## config.mk

```make
export PLATFORM = sky130hd
export DESIGN_NAME = secuenciador_programa
export DESIGN_NICKNAME = d
export VERILOG_FILES = /design/src/rtl/chocorrol_pkg.sv /design/src/rtl/secuenciador_programa_contador.sv /design/src/rtl/secuenciador_programa.sv
export SDC_FILE = /design/constraint.sdc
export NUM_CORES = 1
export LEC_CHECK = 0
export BUFFER_PORTS_ARGS = -buffer_cell sky130_fd_sc_hd__buf_2
export CORE_MARGIN = 5
export CORE_UTILIZATION = 35
export DETAILED_ROUTE_END_ITERATION = 7
export GPL_TIMING_DRIVEN = 0
export PLACE_DENSITY_LB_ADDON = 0.12
export SLEW_MARGIN = 20
export SYNTH_ARGS = -nofsm -noshare
export SYNTH_HDL_FRONTEND = slang
export SYNTH_SLANG_ARGS = --single-unit
```

## constraint.sdc

```tcl
create_clock -name CLK -period 2.98 [get_ports CLK]
set_input_delay 0.596 -clock CLK [delete_from_list [all_inputs] [get_ports CLK]]
set_output_delay 0.596 -clock CLK [all_outputs]
set_load 0.1 [all_outputs]
```

## src/rtl/chocorrol_pkg.sv

```systemverilog
// Shared types for the Chocorrol datapath: instruction word layout,
// the bubble constant and the program sequencer state encoding.
package chocorrol_pkg;

  localparam int ANCHO_INSTR = 20;

  // Field layout, MSB first: WE_A 19, WE_B 18, DL1 17:13, SEL 12:10, DL2 9:5, DIR 4:0.
  typedef struct packed {
    logic       we_a;
    logic       we_b;
    logic [4:0] dl1;
    logic [2:0] sel;
    logic [4:0] dl2;
    logic [4:0] dir;
  } instruccion_t;

  // Both write enables low: the datapath treats this word as a no-op.
  localparam instruccion_t BURBUJA = 20'h00000;

  typedef enum logic [1:0] {
    REPOSO    = 2'd0,
    CORRIENDO = 2'd1,
    FIN       = 2'd2
  } estado_t;

endpackage

```

## src/rtl/secuenciador_programa_contador.sv

```systemverilog
// Program counter plus remaining-read and remaining-issue counters.
// Clear has priority over load; the two decrements are independent.
module contador_programa #(
  parameter int ANCHO_PC = 8
) (
  input  logic                clk,
  input  logic                rst_n,
  input  logic                carga,
  input  logic                dec_lee,
  input  logic                dec_emite,
  input  logic                borrar,
  input  logic [ANCHO_PC-1:0] base,
  input  logic [ANCHO_PC-1:0] cuenta,
  output logic [ANCHO_PC-1:0] pc,
  output logic                lecturas_cero,
  output logic                emisiones_cero
);

  logic [ANCHO_PC-1:0] lecturas;
  logic [ANCHO_PC-1:0] emisiones;

  always_ff @(posedge clk or negedge rst_n) begin
    if (!rst_n) begin
      pc        <= '0;
      lecturas  <= '0;
      emisiones <= '0;
    end else if (borrar) begin
      pc        <= '0;
      lecturas  <= '0;
      emisiones <= '0;
    end else if (carga) begin
      pc        <= base;
      lecturas  <= cuenta;
      emisiones <= cuenta;
    end else begin
      // PC wraps naturally from all-ones to zero.
      if (dec_lee) begin
        pc       <= pc + 1'b1;
        lecturas <= lecturas - 1'b1;
      end
      if (dec_emite) begin
        emisiones <= emisiones - 1'b1;
      end
    end
  end

  assign lecturas_cero  = (lecturas == '0);
  assign emisiones_cero = (emisiones == '0);

endmodule

```

## src/rtl/secuenciador_programa.sv

```systemverilog
// Program sequencer: fetches a block of instructions from a synchronous ROM
// and issues one per cycle, driving bubbles whenever nothing is issued.
module secuenciador_programa
  import chocorrol_pkg::*;
#(
  parameter int ANCHO_PC = 8
) (
  input  logic                   CLK,
  input  logic                   RST_N,
  input  logic                   INICIO,
  input  logic [ANCHO_PC-1:0]    DIR_BASE,
  input  logic [ANCHO_PC-1:0]    CUENTA,
  input  logic                   PAUSA,
  input  logic                   ABORTAR,
  output logic [ANCHO_PC-1:0]    ROM_DIR,
  output logic                   ROM_LEE,
  input  logic [ANCHO_INSTR-1:0] ROM_DATO,
  output logic [ANCHO_INSTR-1:0] INSTRUCCION,
  output logic                   EMITIDA,
  output logic                   OCUPADO,
  output logic                   TERMINADO,
  output estado_t                ESTADO
);

  // ROM protocol: a read strobed in cycle t returns its word in t+1, which is
  // registered and shown on INSTRUCCION with EMITIDA=1 in t+2. There is no
  // back-pressure from the datapath; PAUSA only withholds new reads.

  logic [1:0]          rst_sinc;
  logic                rst_n_int;
  estado_t             estado;
  instruccion_t        instr_q;
  logic                emitida_q;
  logic                ocupado_q;
  logic                terminado_q;
  logic                dato_pendiente;
  logic                arranque;
  logic                emite;
  logic                borrar;
  logic [ANCHO_PC-1:0] pc;
  logic                lecturas_cero;
  logic                emisiones_cero;

  // Assertion is immediate; release waits two clock edges.
  always_ff @(posedge CLK or negedge RST_N) begin
    if (!RST_N) rst_sinc <= 2'b00;
    else        rst_sinc <= {rst_sinc[0], 1'b1};
  end
  assign rst_n_int = rst_sinc[1];

  assign arranque = (estado == REPOSO) && INICIO && !ABORTAR;
  assign ROM_LEE  = (estado == CORRIENDO) && !lecturas_cero && !PAUSA && !ABORTAR;
  assign ROM_DIR  = (estado == CORRIENDO) ? pc : '0;
  assign emite    = (estado == CORRIENDO) && dato_pendiente && !ABORTAR;
  assign borrar   = ABORTAR || (estado == FIN);

  contador_programa #(
    .ANCHO_PC(ANCHO_PC)
  ) u_contador (
    .clk           (CLK),
    .rst_n         (rst_n_int),
    .carga         (arranque),
    .dec_lee       (ROM_LEE),
    .dec_emite     (emite),
    .borrar        (borrar),
    .base          (DIR_BASE),
    .cuenta        (CUENTA),
    .pc            (pc),
    .lecturas_cero (lecturas_cero),
    .emisiones_cero(emisiones_cero)
  );

  always_ff @(posedge CLK or negedge rst_n_int) begin
    if (!rst_n_int) begin
      estado         <= REPOSO;
      instr_q        <= BURBUJA;
      emitida_q      <= 1'b0;
      ocupado_q      <= 1'b0;
      terminado_q    <= 1'b0;
      dato_pendiente <= 1'b0;
    end else begin
      dato_pendiente <= ROM_LEE;
      instr_q        <= emite ? instruccion_t'(ROM_DATO) : BURBUJA;
      emitida_q      <= emite;
      terminado_q    <= 1'b0;
      if (ABORTAR) begin
        // The in-flight word is dropped through emite and the counter clear.
        estado    <= REPOSO;
        ocupado_q <= 1'b0;
      end else begin
        case (estado)
          REPOSO: begin
            if (arranque) begin
              if (CUENTA != '0) begin
                estado    <= CORRIENDO;
                ocupado_q <= 1'b1;
              end else begin
                estado      <= FIN;
                terminado_q <= 1'b1;
              end
            end
          end
          CORRIENDO: begin
            // Issue count reaches zero during the cycle showing the last issue.
            if (emisiones_cero) begin
              estado      <= FIN;
              ocupado_q   <= 1'b0;
              terminado_q <= 1'b1;
            end
          end
          FIN: begin
            estado <= REPOSO;
          end
          default: begin
            estado    <= REPOSO;
            ocupado_q <= 1'b0;
          end
        endcase
      end
    end
  end

  assign INSTRUCCION = instr_q;
  assign EMITIDA     = emitida_q;
  assign OCUPADO     = ocupado_q;
  assign TERMINADO   = terminado_q;
  assign ESTADO      = estado;

endmodule

```

==> impl_metrics.tcl, run 1 <==
set metrics [dict create \
    io_buffers 73 \
    worstReg2RegStart "u_contador.lecturas[0]$_DFFE_PN0P_" \
    yosys_warnings 0 \
    min_period_over_period 0.9495 \
    vdd_drop_max_uv 227.9 \
    avgSynthCellArea_um2 10.17 \
    async_reset_ff_frac 1.000 \
    crit_buf_inv 3 \
    max_cap_violations 0 \
    startpoint "u_contador.lecturas[0]$_DFFE_PN0P_" \
    slowest_delay_ps 450 \
    final_nets 368 \
    synth_seq_area_share 0.5287 \
    final_core_util 0.4529 \
    cts-root-buf "clkbuf_8" \
    worst_r2r_path_depth 8 \
    synth_enable_flop_cells 0 \
    worstSetupEndpointType "output port" \
    synth_area_mm2 0.002461 \
    dp_cells 411 \
    reg2reg_to "u_contador.pc[2]$_DFFE_PN0P_" \
    dr.pass1.iters 4 \
    critPathSlowestCell "o31ai_4" \
    p_per_area_mw_per_mm2 584.4 \
    io_pins 75 \
    cp.arrival_ps 2230 \
    ys.flop_type "dfrtp_1" \
    min_path_type "primary input to asynchronous set/reset pin" \
    dieArea_mm2 0.008809 \
    status "completed" \
    fmax_ghz 0.3534 \
    cts_tree "done" \
    core_mm2 0.006832 \
    cts_hold_buf 0 \
    setup_violations 0 \
    worst_pin_slew_ps 639.5 \
    worstSetupStartpointType "flip-flop" \
    post_cts_buffers 0 \
    cts_buffers 5 \
    wl_per_cell_um 13.79 \
    vias 1999 \
    critPathCapture "ROM_LEE" \
    ys_seq_elements 52 \
    syn-num-nets 288 \
    num_antenna_cells 0 \
    clkSlewWorstSetupHoldPaths_ps 90 \
    clock-sinks 52 \
    first_iter_violations 97 \
    worstSetupPathType "flip-flop to output port" \
    rsz0062_at_grt "no" \
    grt_pass1_wl_um 9915 \
    grt_usage 0.1417 \
    final_layout_size_suffix_gt1_frac 0.2848 \
    via_per_inst 4.771 \
    synthDistinctLibCells 42 \
    h-tree-depth 2 \
    drv_slew 0 \
    finalHoldViolCount 0 \
    gp_congestion 0.7792 \
    dp_hpwl_um 4401 \
    leakage_nw 1.493 \
    cp.depth 6 \
    worst-path-max-fanout 9 \
    rows 30 \
    fin_cells 419 \
    fin_skew_ps 5.099 \
    crit_family "buffers and inverters" \
    cp_cell_sequence "inv_1 -> ha_1 -> or2b_2 -> o31ai_4 -> inv_2 -> buf_2" \
    synth_cells 242 \
    antenna_found_initial 0 \
    antenna_left 0 \
    post_cts_resized 0 \
    grt_pass1_vias 2109 \
    drc 0 \
    syn2layout_area_growth_pct 25.72 \
    crit_required_ps 2380 \
    max-clock-path-buffers 2 \
    routed_wl_um 5776 \
    tns_ps 0 \
    finalCriticalPeriod_ps 2830 \
    rrSetupSlack_ps 920 \
    initial_core_util 0.3603 \
    overflow 0 \
    grt_max_degree 51 \
    relSlewSlack 0.5736 \
    die_h_um 93.86 \
    insertion_delay_ps 300 \
    die_w_um 93.86 \
]
-- worst register-to-register path: stages, from the launching register on --
cell and delay [ps]:
dfrtp_1 420, inv_1 90, ha_1 150, or2b_2 340, o31ai_4 450, inv_2 170, nand2_2 110, xor2_1 140
a21oi_1 80
-- how the worst min path moves through the flow --
stage | start | end | cells after the start
global route | RST_N | rst_sinc[1]$_DFF_PN0_ | 1
detailed placement | rst_sinc[0]$_DFF_PN0_ | rst_sinc[1]$_DFF_PN0_ | 0
CTS | RST_N | rst_sinc[1]$_DFF_PN0_ | 1
global placement | rst_sinc[0]$_DFF_PN0_ | rst_sinc[1]$_DFF_PN0_ | 0
finish | RST_N | rst_sinc[1]$_DFF_PN0_ | 1
floorplan | RST_N | rst_sinc[0]$_DFF_PN0_ | 0
-- layer usage --
| metal | vias up | GRT usage | share of wire |
|---|---|---|---|
| met4 | 0 | 0.03971 | 0.012 |
| met5 | - | 0 | 0 |
| li1 | 991 | - | - |
| met1 | 938 | 0.1733 | 0.41 |
| met3 | 6 | 0.04087 | 0.084 |
| met2 | 64 | 0.2425 | 0.49 |
-- final cells by class --
class                           instances  area [µm²]
Fill cell                             698        3737
Sequential cell                        52        1305
Multi-Input combinational cell        171        1079
Timing Repair Buffer                   73       365.4
Tap cell                               96       120.1
Clock buffer                            6       72.57
Clock inverter                          2       60.06
Buffer                                 10       58.81
Inverter                                9       33.78
-- state kept, by name, summed over array words and instances, names as in the netlist --
register              cells
INSTRUCCION              20
u_contador.lecturas       8
dato_pendiente            1
u_contador.pc             8
u_contador.emisiones      8
ESTADO                    2
TERMINADO                 1
OCUPADO                   1
EMITIDA                   1
rst_sinc                  2
-- cell families (layout without fill, tap and decap cells) --
| family | Yosys count | in the layout | synth area share |
|---|---|---|---|
| simple gates | 97 | 97 | 0.2207 |
| compound gates | 53 | 53 | 0.1327 |
| flops | 52 | 52 | 0.5287 |
| buf+inv | 19 | 100 | 0.03762 |
| xor+xnor | 15 | 15 | 0.05338 |
| fa+ha+maj | 5 | 5 | 0.02542 |
| other cells | 1 | 1 | 0.001524 |
-- placed cells by master, fill, tap and decap left out, drive strengths merged, types with 11 or more instances in the layout --
cell type,count
nor3,12
a21oi,19
xnor2,11
clkbuf,12
and2,27
dfrtp,52
nor2,11
buf,76
o21ai,17
nand2,20
-- cell usage after synthesis (3+ instances only) --
library cell,number,area (µm²)
nor3_1,12,60.06
o21ai_0,17,85.08
o21a_1,3,22.52
nor2b_1,3,18.77
inv_1,7,26.28
dfrtp_1,52,1301
nand2_1,19,71.32
xnor2_1,11,96.34
xor2_1,4,35.03
nor4_1,6,37.54
a21oi_1,19,95.09
nor2_1,11,41.29
and2_1,27,168.9
ha_1,5,62.56
o311ai_0,3,26.28
clkbuf_1,6,22.52
nand3_1,6,30.03
-- through the flow --
step / hold WS [ps] / total power, mW / setup WS, ps / cell area [µm²]
after floorplan: 300.4 / 1.149 / 65.16 / 2472
after global placement: 335.5 / 1.258 / 350.4 / 2958
after detailed placement: 340.5 / 1.262 / 353.9 / 2962
after CTS: 43.51 / 1.842 / 105.7 / 3094
after global routing: 35.34 / 1.925 / 1.290 / 3094
final: 59.48 / 1.808 / 150.4 / 3094
-- power by group --
part,internal (mW),switching [mW],total (mW)
sequential,0.757,0.0591,0.816
combinational,0.137,0.288,0.425
clock,0.336,0.231,0.567
Note: power is estimated with default switching activity, not from simulation.
==> inputs of run 2 (changes only) <==
- CORE_UTILIZATION: 35 -> 55
- SYNTH_HIERARCHICAL: unset -> 1
==> impl_metrics.tcl, run 2 <==
set metrics [dict create \
    worst-path-max-fanout 6 \
    io_buffers 73 \
    rows 24 \
    grt_usage 0.1946 \
    worstSetupStartpointType "flip-flop" \
    syn2layout_area_growth_pct 23.56 \
    grt_max_degree 28 \
    worst_pin_slew_ps 661.8 \
    first_iter_violations 80 \
    antenna_left 0 \
    post_cts_buffers 0 \
    grt_pass1_wl_um 9528 \
    vdd_drop_max_uv 297.3 \
    synthDistinctLibCells 42 \
    cp.arrival_ps 2320 \
    cts_tree "done" \
    p_per_area_mw_per_mm2 520.0 \
    largest_reg_flops 20 \
    synth_commonest_cells "dfrtp_1, and2_1, inv_1" \
    synth_enable_flop_cells 0 \
    max_cap_violations 0 \
    dr.pass1.iters 4 \
    max-clock-path-buffers 2 \
    antenna_found_initial 0 \
    ys.flop_type "dfrtp_1" \
    rsz0062_at_grt "no" \
    syn-num-nets 282 \
    layout_setup_ws_ps 68.83 \
    wl_per_cell_um 14.74 \
    reg2reg_to "u_contador/pc[3]$_DFFE_PN0P_" \
    grt_pass1_vias 2103 \
    fillCellCount 357 \
    worstReg2RegStart "u_contador/lecturas[5]$_DFFE_PN0P_" \
    cts_buffers 5 \
    final_nets 363 \
    clock-sinks 52 \
    fin_skew_ps 4.752 \
    io_pins 75 \
    fmax_ghz 0.3435 \
    vias 1963 \
    initial_core_util 0.5693 \
    seq_area_mm2 0.001305 \
    drc 0 \
    setup_violations 0 \
    layout_commonest_cell "buf_2" \
    core_mm2 0.004384 \
    worstSetupEndpointType "output port" \
    async_reset_ff_frac 1.000 \
    finalCriticalPeriod_ps 2911 \
    dieArea_mm2 0.005985 \
    num_antenna_cells 0 \
    worstSetupPathType "flip-flop to output port" \
    leakage_nw 1.648 \
    die_h_um 77.37 \
    finalHoldViolCount 0 \
    min_period_over_period 0.9769 \
    fin_area_mm2 0.003084 \
    post_cts_resized 0 \
    die_w_um 77.37 \
    via_per_inst 5.305 \
    ys_seq_elements 52 \
    avgSynthCellArea_um2 10.58 \
    final_layout_size_suffix_gt1_frac 0.3208 \
    yosys-top-cells-area "dfrtp_1, and2_1, o21a_1, xnor2_1, xor2_1" \
    insertion_delay_ps 300 \
    min_path_type "primary input to asynchronous set/reset pin" \
    crit_required_ps 2380 \
    yosys_warnings 6 \
    fin_cells 370 \
    multi_input_area_mm2 0.001111 \
    pre_cts_ws_ps 309.5 \
    drv_slew 0 \
    relSlewSlack 0.5526 \
    gp_congestion 0.8183 \
    synth_cells 236 \
    place_area_mm2 0.002993 \
    worst_r2r_path_depth 6 \
    cts-root-buf "clkbuf_8" \
    synth_area_mm2 0.002496 \
    rrSetupSlack_ps 460 \
    final_cell_mix "buf_2, dfrtp_1, and2_1, inv_1" \
    synth_most_common_cell "dfrtp_1" \
    synth_top_area_cell "dfrtp_1" \
    whs_ps 58.57 \
    synth_seq_area_share 0.5213 \
    h-tree-depth 2 \
    synth.top_cell.area_share 0.5213 \
    dp_hpwl_um 4163 \
    dp_cells 362 \
    cts_hold_buf 0 \
    clkSlewWorstSetupHoldPaths_ps 90 \
    status "completed" \
    overflow 0 \
    routed_wl_um 5455 \
]
-- run 2: cell types whose count changed after synthesis, moves of 5 or more --
cell / before / now
xor2_1: 4 / 9
o21ai_0: 17 / 0
nor3_1: 12 / 6
mux2i_1: 0 / 5
inv_1: 7 / 16
o21a_1: 3 / 15
nand3_1: 6 / 0
nand2_1: 19 / 9
-- run 2: where the power goes --
part           internal (mW)  total, mW  switching, mW
logic                  0.148      0.393          0.245
registers              0.755      0.810         0.0550
clock network          0.168      0.401          0.232
total                   1.07       1.60          0.532
-- run 2: cell families (layout without fill, tap and decap cells) --
| group | count (synthesis) | in the layout | synth area share |
|---|---|---|---|
| and+or+nand+nor | 84 | 84 | 0.2050 |
| DFF | 52 | 52 | 0.5213 |
| AOI/OAI and AO/OA | 43 | 43 | 0.1173 |
| buffers and inverters | 28 | 110 | 0.04661 |
| xor gates and xnor gates | 18 | 18 | 0.06316 |
| adders and majority gates | 5 | 5 | 0.02506 |
| muxes | 5 | 5 | 0.02005 |
| other | 1 | 1 | 0.001502 |
-- run 2: metrics by stage --
step / utilization / power, mW / TNS (ps)
final: 0.7035 / 1.604 / 0
after global routing: 0.7035 / 1.697 / 0
after CTS: 0.7035 / 1.623 / 0
after detailed placement: 0.6826 / 1.214 / 0
after global placement: 0.6778 / 1.201 / 0
after floorplan: - / 1.111 / -161.4
-- run 2: critical path: stages (launching register included) --
cell and delay, ps:
dfrtp_1 410, or4_4 560, nor4b_1 560, nor4_4 150, buf_2 330
-- run 2: per-layer routing --
metal | global-route usage | wire length, µm | up-vias
li1 | - | - | 957
met4 | 0.06357 | 87 | 0
met1 | 0.2479 | 2331 | 926
met3 | 0.06829 | 490 | 9
met5 | 0 | 0 | -
met2 | 0.3114 | 2546 | 71
-- run 2: how the worst max path moves through the flow --
stage,from,endpoint,depth (start not counted)
global route,u_contador/lecturas[5]$_DFFE_PN0P_,ROM_LEE,4
CTS,u_contador/lecturas[4]$_DFFE_PN0P_,ROM_LEE,4
finish,u_contador/lecturas[5]$_DFFE_PN0P_,ROM_LEE,4
floorplan,ESTADO[1]$_DFFE_PN0P_,u_contador/pc[3]$_DFFE_PN0P_,6
detailed placement,INICIO,u_contador/lecturas[1]$_DFFE_PN0P_,7
global placement,INICIO,u_contador/lecturas[1]$_DFFE_PN0P_,7
-- run 2: area by class of cell --
type	count	share of cell area
plain buffers	12	0.02150
clock buffers	5	0.02231
clock inverters	3	0.007302
inverters	16	0.01947
multi-input cells	156	0.3602
flip-flops and latches	52	0.4231
well taps	52	0.02110
repair buffers	74	0.1249
